$ cat config.mk
export PLATFORM = sky130hd
export DESIGN_NAME = fp_sub_op
export DESIGN_NICKNAME = d
export VERILOG_FILES = /design/src/rtl/fp_sub_pkg.sv /design/src/rtl/fp_lzc.sv /design/src/rtl/fp_sub_op.sv
export SDC_FILE = /design/constraint.sdc
export NUM_CORES = 1
export LEC_CHECK = 0
export CAP_MARGIN = 0
export CORE_ASPECT_RATIO = 1.4
export CORE_MARGIN = 8
export CORE_UTILIZATION = 67
export DETAILED_ROUTE_END_ITERATION = 7
export GPL_ROUTABILITY_DRIVEN = 0
export HOLD_SLACK_MARGIN = 0.1
export PLACE_DENSITY = 0.9
export SETUP_SLACK_MARGIN = 0.05
export SLEW_MARGIN = 10
export SYNTH_ARGS = -nofsm -noshare
export SYNTH_HDL_FRONTEND = slang
export SYNTH_SLANG_ARGS = --single-unit
$ cat constraint.sdc
create_clock -name clk -period 0.8 [get_ports clk]
set_input_delay 0.08 -clock clk [delete_from_list [all_inputs] [get_ports clk]]
set_output_delay 0.08 -clock clk [all_outputs]
set_load 0.005 [all_outputs]
$ cat src/rtl/fp_sub_pkg.sv
// Shared binary32 constants and field layout for the FP subtract leaf.
// Rounding mode is selected in fp_sub_op by FP_SUB_RNE_EN.
package fp_sub_pkg;

   localparam int EXP_W   = 8;
   localparam int FRAC_W  = 23;
   localparam int BIAS    = 127;
   localparam int EXP_MAX = 255;

   localparam logic [31:0] QNAN    = 32'h7FC0_0000;
   localparam logic [31:0] POS_INF = 32'h7F80_0000;

   typedef struct packed {
      logic              sign;
      logic [EXP_W-1:0]  exp;
      logic [FRAC_W-1:0] frac;
   } fp32_t;

endpackage

$ cat src/rtl/fp_lzc.sv
// 24-bit leading-zero counter; an all-zero input reports 24.
// Purely combinational, used for post-subtract normalization.
module fp_lzc (
   input  logic [23:0] val,
   output logic [4:0]  cnt
);

   always_comb begin
      cnt = 5'd24;
      for (int i = 0; i < 24; i++) begin
         if (val[i]) cnt = 5'(23 - i);
      end
   end

endmodule

$ cat src/rtl/fp_sub_op.sv
// Registered binary32 subtractor: out = para1 - para2, flush-to-zero.
// Define FP_SUB_RNE_EN for round-to-nearest-even; default truncates.
module fp_sub_op
   import fp_sub_pkg::*;
(
   input  logic        clk,
   input  logic        rst_n,
   input  logic [31:0] para1,
   input  logic [31:0] para2,
   output logic [31:0] out,
   output logic        under_overflow,
   output logic        zero
);

   localparam logic signed [9:0] E_TOP = 10'(EXP_MAX);

   fp32_t a_in, b_in, big, sml;
   logic a_nan, a_inf, b_nan, b_inf;
   logic [30:0] key_a, key_b;
   logic [23:0] sig_a, sig_b;
   logic [7:0] d;
   logic [26:0] a_ext, b_sh, diff, m;
   logic [53:0] wide;
   logic [27:0] sum;
   logic [4:0] lz;
   logic eff_sub, rnd_up, exact_zero;
   logic signed [9:0] e_n, e_f;
   logic [24:0] mr;
   logic [22:0] frac;
   logic [31:0] res;
   logic res_uo;

   assign a_in = para1;
   assign b_in = {~para2[31], para2[30:0]};

   assign a_nan = (&a_in.exp) & (|a_in.frac);
   assign a_inf = (&a_in.exp) & ~(|a_in.frac);
   assign b_nan = (&b_in.exp) & (|b_in.frac);
   assign b_inf = (&b_in.exp) & ~(|b_in.frac);

   // Denormals compare as zero so they can never win the swap
   assign key_a = (a_in.exp == '0) ? '0 : {a_in.exp, a_in.frac};
   assign key_b = (b_in.exp == '0) ? '0 : {b_in.exp, b_in.frac};

   assign {big, sml} = (key_b > key_a) ? {b_in, a_in} : {a_in, b_in};

   assign sig_a = (big.exp == '0) ? '0 : {1'b1, big.frac};
   assign sig_b = (sml.exp == '0) ? '0 : {1'b1, sml.frac};

   assign d     = big.exp - sml.exp;
   assign a_ext = {sig_a, 3'b000};
   assign wide  = {sig_b, 3'b000, 27'b0} >> d;
   assign b_sh  = (d >= 8'd26) ? {26'b0, |sig_b}
                               : {wide[53:28], |wide[27:0]};

   assign eff_sub = big.sign ^ sml.sign;
   assign sum     = {1'b0, a_ext} + {1'b0, b_sh};
   assign diff    = a_ext - b_sh;

   fp_lzc u_lzc (
      .val (diff[26:3]),
      .cnt (lz)
   );

   always_comb begin
      m   = sum[26:0];
      e_n = $signed({2'b00, big.exp});
      if (eff_sub) begin
         m   = diff << lz;
         e_n = $signed({2'b00, big.exp}) - $signed({5'b0, lz});
      end else if (sum[27]) begin
         m   = {sum[27:2], |sum[1:0]};
         e_n = $signed({2'b00, big.exp}) + 10'sd1;
      end
   end

   assign exact_zero = (m == '0);

`ifdef FP_SUB_RNE_EN
   assign rnd_up = m[2] & (m[1] | m[0] | m[3]);
`else
   assign rnd_up = 1'b0;
`endif

   assign mr   = {1'b0, m[26:3]} + {24'b0, rnd_up};
   assign e_f  = e_n + $signed({9'b0, mr[24]});
   assign frac = mr[24] ? mr[23:1] : mr[22:0];

   always_comb begin
      res    = '0;
      res_uo = 1'b0;
      if (a_nan | b_nan) begin
         res = QNAN;
      end else if (a_inf & b_inf) begin
         res = (a_in.sign != b_in.sign) ? QNAN
                                        : {a_in.sign, POS_INF[30:0]};
      end else if (a_inf) begin
         res = {a_in.sign, POS_INF[30:0]};
      end else if (b_inf) begin
         res = {b_in.sign, POS_INF[30:0]};
      end else if (exact_zero) begin
         // Only (-0) - (+0) keeps a negative zero
         res = {big.sign & sml.sign, 31'b0};
      end else if (e_f >= E_TOP) begin
         res    = {big.sign, POS_INF[30:0]};
         res_uo = 1'b1;
      end else if (e_f <= 10'sd0) begin
         res    = {big.sign, 31'b0};
         res_uo = 1'b1;
      end else begin
         res = {big.sign, e_f[7:0], frac};
      end
   end

   always_ff @(posedge clk or negedge rst_n) begin
      if (!rst_n) begin
         out            <= '0;
         under_overflow <= 1'b0;
         zero           <= 1'b0;
      end else begin
         out            <= res;
         under_overflow <= res_uo;
         zero           <= (res[30:0] == '0);
      end
   end

endmodule

==> results of run 1 <==
synthesized netlist by cell type (9+ instances only):
library cell,instances
nand2_1,236
or4_1,9
a211oi_1,57
nand2b_1,18
and2_1,53
nor2b_1,13
o21bai_1,16
nor4b_1,16
o211ai_1,32
clkbuf_1,82
nand3_1,77
mux2i_1,97
and3_1,10
a311oi_1,10
or2_2,14
nor2_1,182
a21boi_0,13
or3_1,26
o22ai_1,16
a21o_1,17
o2111ai_1,19
o31ai_1,10
xnor2_1,35
ha_1,89
nor4_1,39
o21ai_0,107
o21a_1,9
a21oi_1,164
nand4_1,40
mux2_2,14
nor3_1,54
dfrtp_1,34
inv_1,85
a31oi_1,22
xor2_1,11
o21ai_1,15
buf_2,24
logic make-up after synthesis:
group | after synthesis | share of synthesized area (%)
buffers and inverters | 211 | 6.77
and+or+nand+nor | 833 | 32.0
adders and majority gates | 92 | 8.80
AOI/OAI and AO/OA | 635 | 33.4
xor gates and xnor gates | 46 | 3.05
muxes | 118 | 9.60
DFF | 34 | 6.43
stage by stage:
step	worst slack (ns)	hold WS [ns]
3_3_place_gp	-9.99	0.458
2_1_floorplan	-8.98	-0.216
==> flow_summary.toml, run 1 <==
[die]
die_y_microns = 182
die_width_microns = 135
ios = 100
start_util_pct = 67.4
rows = 61

[status]
tool.error = "[ERROR DPL-0038] Utilization greater than 100%, impossible to legalize"
stop_stage = "3_5_place_dp"
status = "stopped before the end"

[yosys]
ys.flop_type = "dfrtp_1"
syn-instance-count = 1969
ys_ff_latch = 34
synthTopCellsByArea = "ha_1 (8.4%), mux2i_1 (7.3%), nand2_1 (6.7%)"
synthArstFlopShare_pct = 100
synth_edf_count = 0
ys_seq_area_share_pct = 6.43
syn_area_sq_um = 13200
synth_cell_types = 120
yosys_warnings = 0
yosysTopAreaCellShare_pct = 8.42
avgSynthCellArea_sq_um = 6.72
syn-num-nets = 2126
yosys.area.top_type = "ha_1"

[placed_design]
port_buffers = 99
==> run 2: changes to the inputs <==
- CORE_ASPECT_RATIO: 1.4 -> not set
- CORE_UTILIZATION: 67 -> 40
- HOLD_SLACK_MARGIN: 0.1 -> not set
- PLACE_DENSITY: 0.9 -> not set
- PLACE_DENSITY_LB_ADDON: not set -> 0.15
- SETUP_SLACK_MARGIN: 0.05 -> not set
==> run 2 against run 1 <==
Net effect:
- the flow now finishes, with violations (DRC, setup timing)
- area after synthesis stayed put
- synthesized cell count stayed put
==> flow_summary.toml, run 2 <==
[setup_path]
worstSetupPathType = "input pin to register"
worst-path-buf-inv = 11
critPathArrivalTime_ns = 10.69
setup.worst_path.start = "para1[30]"
cp_max_fo = 8
worstSetupEndpointType = "register"
required_ns = 0.96
crit_slowest_cell = "or4_4"
timing.critical_path.mode_cell = "buf_6"
start_kind = "input pin"
path_delay_family = "simple AND/OR/NAND/NOR gates"
max_stage_delay_ns = 0.56

[drt]
drt_first_iter_violations = 2285
detail-route-antenna-nets = 0
routed_wl_mm = 68.2
route.detailed.drc = 4
first_pass_iters = 8
vias_per_cell = 6.11
wl_per_cell_microns = 20.9
via_count = 20000

[die]
ios = 100
core_area_sq_um = 32500
start_util_pct = 40.7
dieArea_sq_um = 39100
die_y_microns = 198
rows = 66
die_width_microns = 198

[yosys]
yosysTopAreaCellShare_pct = 8.42
syn_area_sq_um = 13200
syn-instance-count = 1969
syn-num-nets = 2126
yosys.area.top_type = "ha_1"
synth_common_cells = "nand2_1 (236), nor2_1 (182), a21oi_1 (164)"
synthTopCellsByArea = "ha_1 (8.4%), mux2i_1 (7.3%), nand2_1 (6.7%)"
synthArstFlopShare_pct = 100
ys_seq_area_share_pct = 6.43
yosysMostFrequentCell = "nand2_1"
yosys_warnings = 0
ys_ff_latch = 34
ys.flop_type = "dfrtp_1"
synth_edf_count = 0
avgSynthCellArea_sq_um = 6.72
synth_cell_types = 120

[sta]
rsz0062_at_grt = "true"
relSlewSlack_pct = 54.3
slew_viol_final = 0
worst_slew_pin_slew_ns = 0.668
fin_crit_sh_pct = 1320
fmax_mhz = 94.9
tns_ns = -330.22
hold_viol = 0
finalCriticalPeriod_ns = 10.54
finalSetupViolations = 68
worst_slack_ns = -9.74

[clocking]
cts-buffers-inserted = 5
cts_sinks = 34
htree_levels = 2
cts_tree = "built"
clock_path_buffers = 2
cts.clk_slew.worst_paths_ns = 0.06
root_buffer = "clkbuf_16"
cts-hold-fix-buffers = 0

[status]
status = "finished with violations"
violations = "DRC, setup timing"

[worst_hold_path]
min_path_type = "input pin to asynchronous set/reset pin"

[global_route]
grt_overflow = 0
grt_start_max_net_pins = 35
antenna_found_initial = 0
first_global_vias = 18900
grt.total_usage_pct = 32.4
grt_pass1_wl_mm = 103

[cells_and_area]
layout_commonest_cell = "buf_4"
final_cell_mix = "buf_4 (832), nand2_1 (227), nor2_1 (170)"
regMostFlops = "out"
syn_to_final_growth_pct = 70.0
largest_reg_flops = 32
top_regs = "out (32), under_overflow (1), zero (1)"
post-route-util_pct = 69.1
final_layout_size_suffix_gt1_share_pct = 43.2
diodes = 0
final_nets = 2983
postLayoutCellArea_sq_um = 22500
fillerInstances = 2757

[placed_design]
dp_hpwl_mm = 54.9
port_buffers = 99
place_area_sq_um = 21000

[pwr]
power_density_nw_per_um2 = 2110
irDropWorstVdd_uv = 1560
p_leak_nw = 10.4

[job]
maxCapViolations = 0
[run 2: layout make-up]
type | instances | area (sq um) | area share (%)
Clock buffer | 5 | 125 | 0.556
Clock inverter | 3 | 68.8 | 0.306
Inverter | 89 | 347 | 1.54
Multi-Input combinational cell | 1726 | 13000 | 57.6
Sequential cell | 34 | 851 | 3.78
Tap cell | 442 | 553 | 2.46
Timing Repair Buffer | 970 | 7580 | 33.7
[run 2: where the power goes]
group | total (W) | switching [W] | internal (W)
sequential | 0.00261 | 0.000197 | 0.00242
clock | 0.00251 | 0.000726 | 0.00179
combinational | 0.0424 | 0.0223 | 0.0201
[run 2: how the worst max path moves through the flow]
stage | depth (start not counted) | end | slack, ns
after floorplan | 55 | out[10] | -8.98
after global placement | 51 | under_overflow | -10.29
after detailed placement | 53 | out[18] | -10.63
after CTS | 51 | under_overflow | -9.46
after global routing | 57 | out[15] | -10.01
final | 50 | out[17] | -9.74
[run 2: routing by layer]
metal  GRT usage (%)  up-vias  wire length, microns
li1                -     9138                     -
met1            41.2     9352                 27300
met5               0        -                     0
met4            16.2        0                  4190
met2            53.3     1208                 30600
met3            4.11      266                  6090
[run 2: cells by family (layout without fill, tap and decap cells)]
family                     after synthesis  in the layout  synth area share (%)
DFF                                     34             34                  6.43
buffers and inverters                  211           1067                  6.77
AOI/OAI and AO/OA                      635            635                  33.4
xor gates and xnor gates                46             46                  3.05
and+or+nand+nor                        833            835                  32.0
adders and majority gates               92             92                  8.80
muxes                                  118            118                  9.60
[run 2: timing repair]
| item | 4_1_cts | 5_1_grt |
|---|---|---|
| cloned | 2 | 1 |
| gates resized for setup | 181 | 219 |
| pin swaps | 33 | 114 |
| endpoints found under the hold margin | 0 | 0 |
| setup endpoints to repair | 68 | 68 |
| setup buffers | 17 | 40 |
[run 2: stage by stage]
stage	hold WS (ns)	power (W)	instances	worst slack, ns
after floorplan	-0.216	0.0209	1969	-8.98
after global placement	0.464	0.0398	3205	-10.29
after detailed placement	0.461	0.0403	3205	-10.63
after CTS	0.182	0.0434	3232	-9.46
after global routing	0.193	0.0499	3269	-10.01
final	0.171	0.0475	3269	-9.74
Power figures use the tool's default switching activity.
==> run 3: changes to the inputs <==
- ABC_AREA: not set -> 1
==> run 3 against run 2 <==
Net effect:
- the flow finishes with violations (setup timing)
- flip-flop and latch count unchanged
- clock-buffer cell count grew 2
- routed wire length down 34%
- total power is 25% lower
- non-clock buffer count decreased by 266
- first-iteration DRC count decreased by 50%
- final cell count shrank 13%
- core utilization up 0.12 points
- sequential power shrank 2%
==> flow_summary.toml, run 3 <==
[drt]
first_pass_iters = 8
vias_per_cell = 5.37
drt_first_iter_violations = 1133
detail-route-antenna-nets = 0
wl_per_cell_microns = 15.8
routed_wl_mm = 44.9
via_count = 15200
route.detailed.drc = 0

[die]
start_util_pct = 40.7
die_y_microns = 179
die_width_microns = 179
ios = 100
rows = 59
dieArea_sq_um = 31900
core_area_sq_um = 26000

[setup_path]
worstSetupEndpointType = "register"
max_stage_delay_ns = 0.37
worst-path-buf-inv = 14
cp_max_fo = 14
timing.critical_path.mode_cell = "nand2_1"
path_delay_family = "simple AND/OR/NAND/NOR gates"
critPathArrivalTime_ns = 9.31
crit_slowest_cell = "fa_2"
worstSetupPathType = "input pin to register"
start_kind = "input pin"
required_ns = 1.01

[cells_and_area]
syn_to_final_growth_pct = 70.0
post-route-util_pct = 69.2
top_regs = "out (32), under_overflow (1), zero (1)"
final_layout_size_suffix_gt1_share_pct = 39.5
final_nets = 2657
layout_commonest_cell = "buf_4"
fillerInstances = 2226
final_cell_mix = "buf_4 (553), nand2_1 (436), nand3_1 (253)"
postLayoutCellArea_sq_um = 18000
regMostFlops = "out"
diodes = 0
largest_reg_flops = 32

[yosys]
avgSynthCellArea_sq_um = 5.63
synth_top_family_by_area = "simple AND/OR/NAND/NOR gates"
yosysMostFrequentCell = "nand2_1"
yosysTopAreaCellShare_pct = 17.3
yosys.area.top_type = "nand2_1"
synth_edf_count = 0
synth_fa_ha_area_share_pct = 10.9
ys_ff_latch = 34
synthArstFlopShare_pct = 100
muxShareOfSynthArea_pct = 0.284
ys.flop_type = "dfrtp_1"
synthTopCellsByArea = "nand2_1 (17%), nand3_1 (14%), ha_1 (11%)"
syn-num-nets = 2037
yosys.area_share.simple_pct = 48.1
synth_common_cells = "nand2_1 (487), nand3_1 (306), inv_1 (208)"
syn_area_sq_um = 10600
syn-instance-count = 1880
synth_cell_types = 64
ys_seq_area_share_pct = 8.04
yosys_warnings = 0
synth_compound_area_share_pct = 14.7
synthXorXnorAreaFrac_pct = 5.04

[sta]
relSlewSlack_pct = 54.5
rsz0062_at_grt = "true"
fin_crit_sh_pct = 1140
slew_viol_final = 0
hold_viol = 0
fmax_mhz = 110
worst_slack_ns = -8.30
finalCriticalPeriod_ns = 9.10
finalSetupViolations = 68
worst_slew_pin_slew_ns = 0.680

[global_route]
first_global_vias = 14500
grt_start_max_net_pins = 45
antenna_found_initial = 0
grt.total_usage_pct = 25.9
grt_pass1_wl_mm = 68.4
grt_overflow = 0

[pwr]
power_density_nw_per_um2 = 1990
irDropWorstVdd_uv = 2390
p_leak_nw = 9.47

[job]
maxCapViolations = 0

[clocking]
root_buffer = "clkbuf_16"
cts_tree = "built"
cts_sinks = 34
cts-hold-fix-buffers = 0
htree_levels = 2
clock_path_buffers = 2
cts-buffers-inserted = 5
cts.clk_slew.worst_paths_ns = 0.05

[status]
violations = "setup timing"
status = "finished with violations"

[placed_design]
dp_hpwl_mm = 34.8
place_area_sq_um = 15900
port_buffers = 99
dp_slack_ns = -8.68

[worst_hold_path]
min_path_type = "input pin to asynchronous set/reset pin"
run 3: power breakdown:
part / total [W] / internal (W) / switching, W
combinational: 0.0314 / 0.0144 / 0.0170
sequential: 0.00257 / 0.00241 / 0.000161
clock: 0.00188 / 0.00123 / 0.000652
run 3: logic make-up (layout without fill, tap and decap cells):
family	count (synthesis)	after routing
buf+inv	320	940
compound gates	253	253
xor+xnor	54	54
fa+ha+maj	91	91
simple gates	1125	1126
flops	34	34
mux	3	3
run 3: final cells by class:
cell class / instances / area, sq um / share of cell area, %
clock buffers: 7 / 143 / 0.793
clock inverters: 1 / 5.00 / 0.0278
inverters: 228 / 903 / 5.02
multi-input cells: 1527 / 9750 / 54.2
flip-flops and latches: 34 / 851 / 4.73
well taps: 335 / 419 / 2.33
repair buffers: 704 / 5920 / 32.9
run 3: metrics by stage:
step	hold slack (ns)	setup TNS (ns)	std cells	power (W)
after detailed placement	0.464	-294.24	2741	0.0303
after global placement	0.460	-287.60	2741	0.0299
after floorplan	-0.216	-251.65	1880	0.0176
final	0.162	-278.71	2836	0.0358
after CTS	0.174	-267.13	2805	0.0333
after global routing	0.183	-298.35	2836	0.0389
run 3: routing by layer:
layer  share of wire [%]  global-route usage [%]  vias up
met3                 7.3                    3.26       98
met5                   0                       0        -
met1                  41                    31.5     7066
li1                    -                       -     7487
met2                  48                    46.1      569
met4                 3.7                    9.20        0
run 3: worst paths after layout:
| path | startpoint | endpoint | slack, ns | depth (start not counted) |
|---|---|---|---|---|
| worst max-delay path | para2[30] | zero | -8.30 | 78 |
| worst min-delay path | rst_n | out[28] | 0.16 | 2 |
| max in group asynchronous | rst_n | out[14] | 0.46 | 2 |
| min in group clk | para1[31] | out[31] | 0.57 | 3 |
run 3: what timing repair did:
item | CTS | global route
pin swaps | 66 | 78
setup buffers | 50 | 26
endpoints found under the setup margin | 68 | 68
gates resized for setup | 194 | 229
gates cloned | 6 | 7
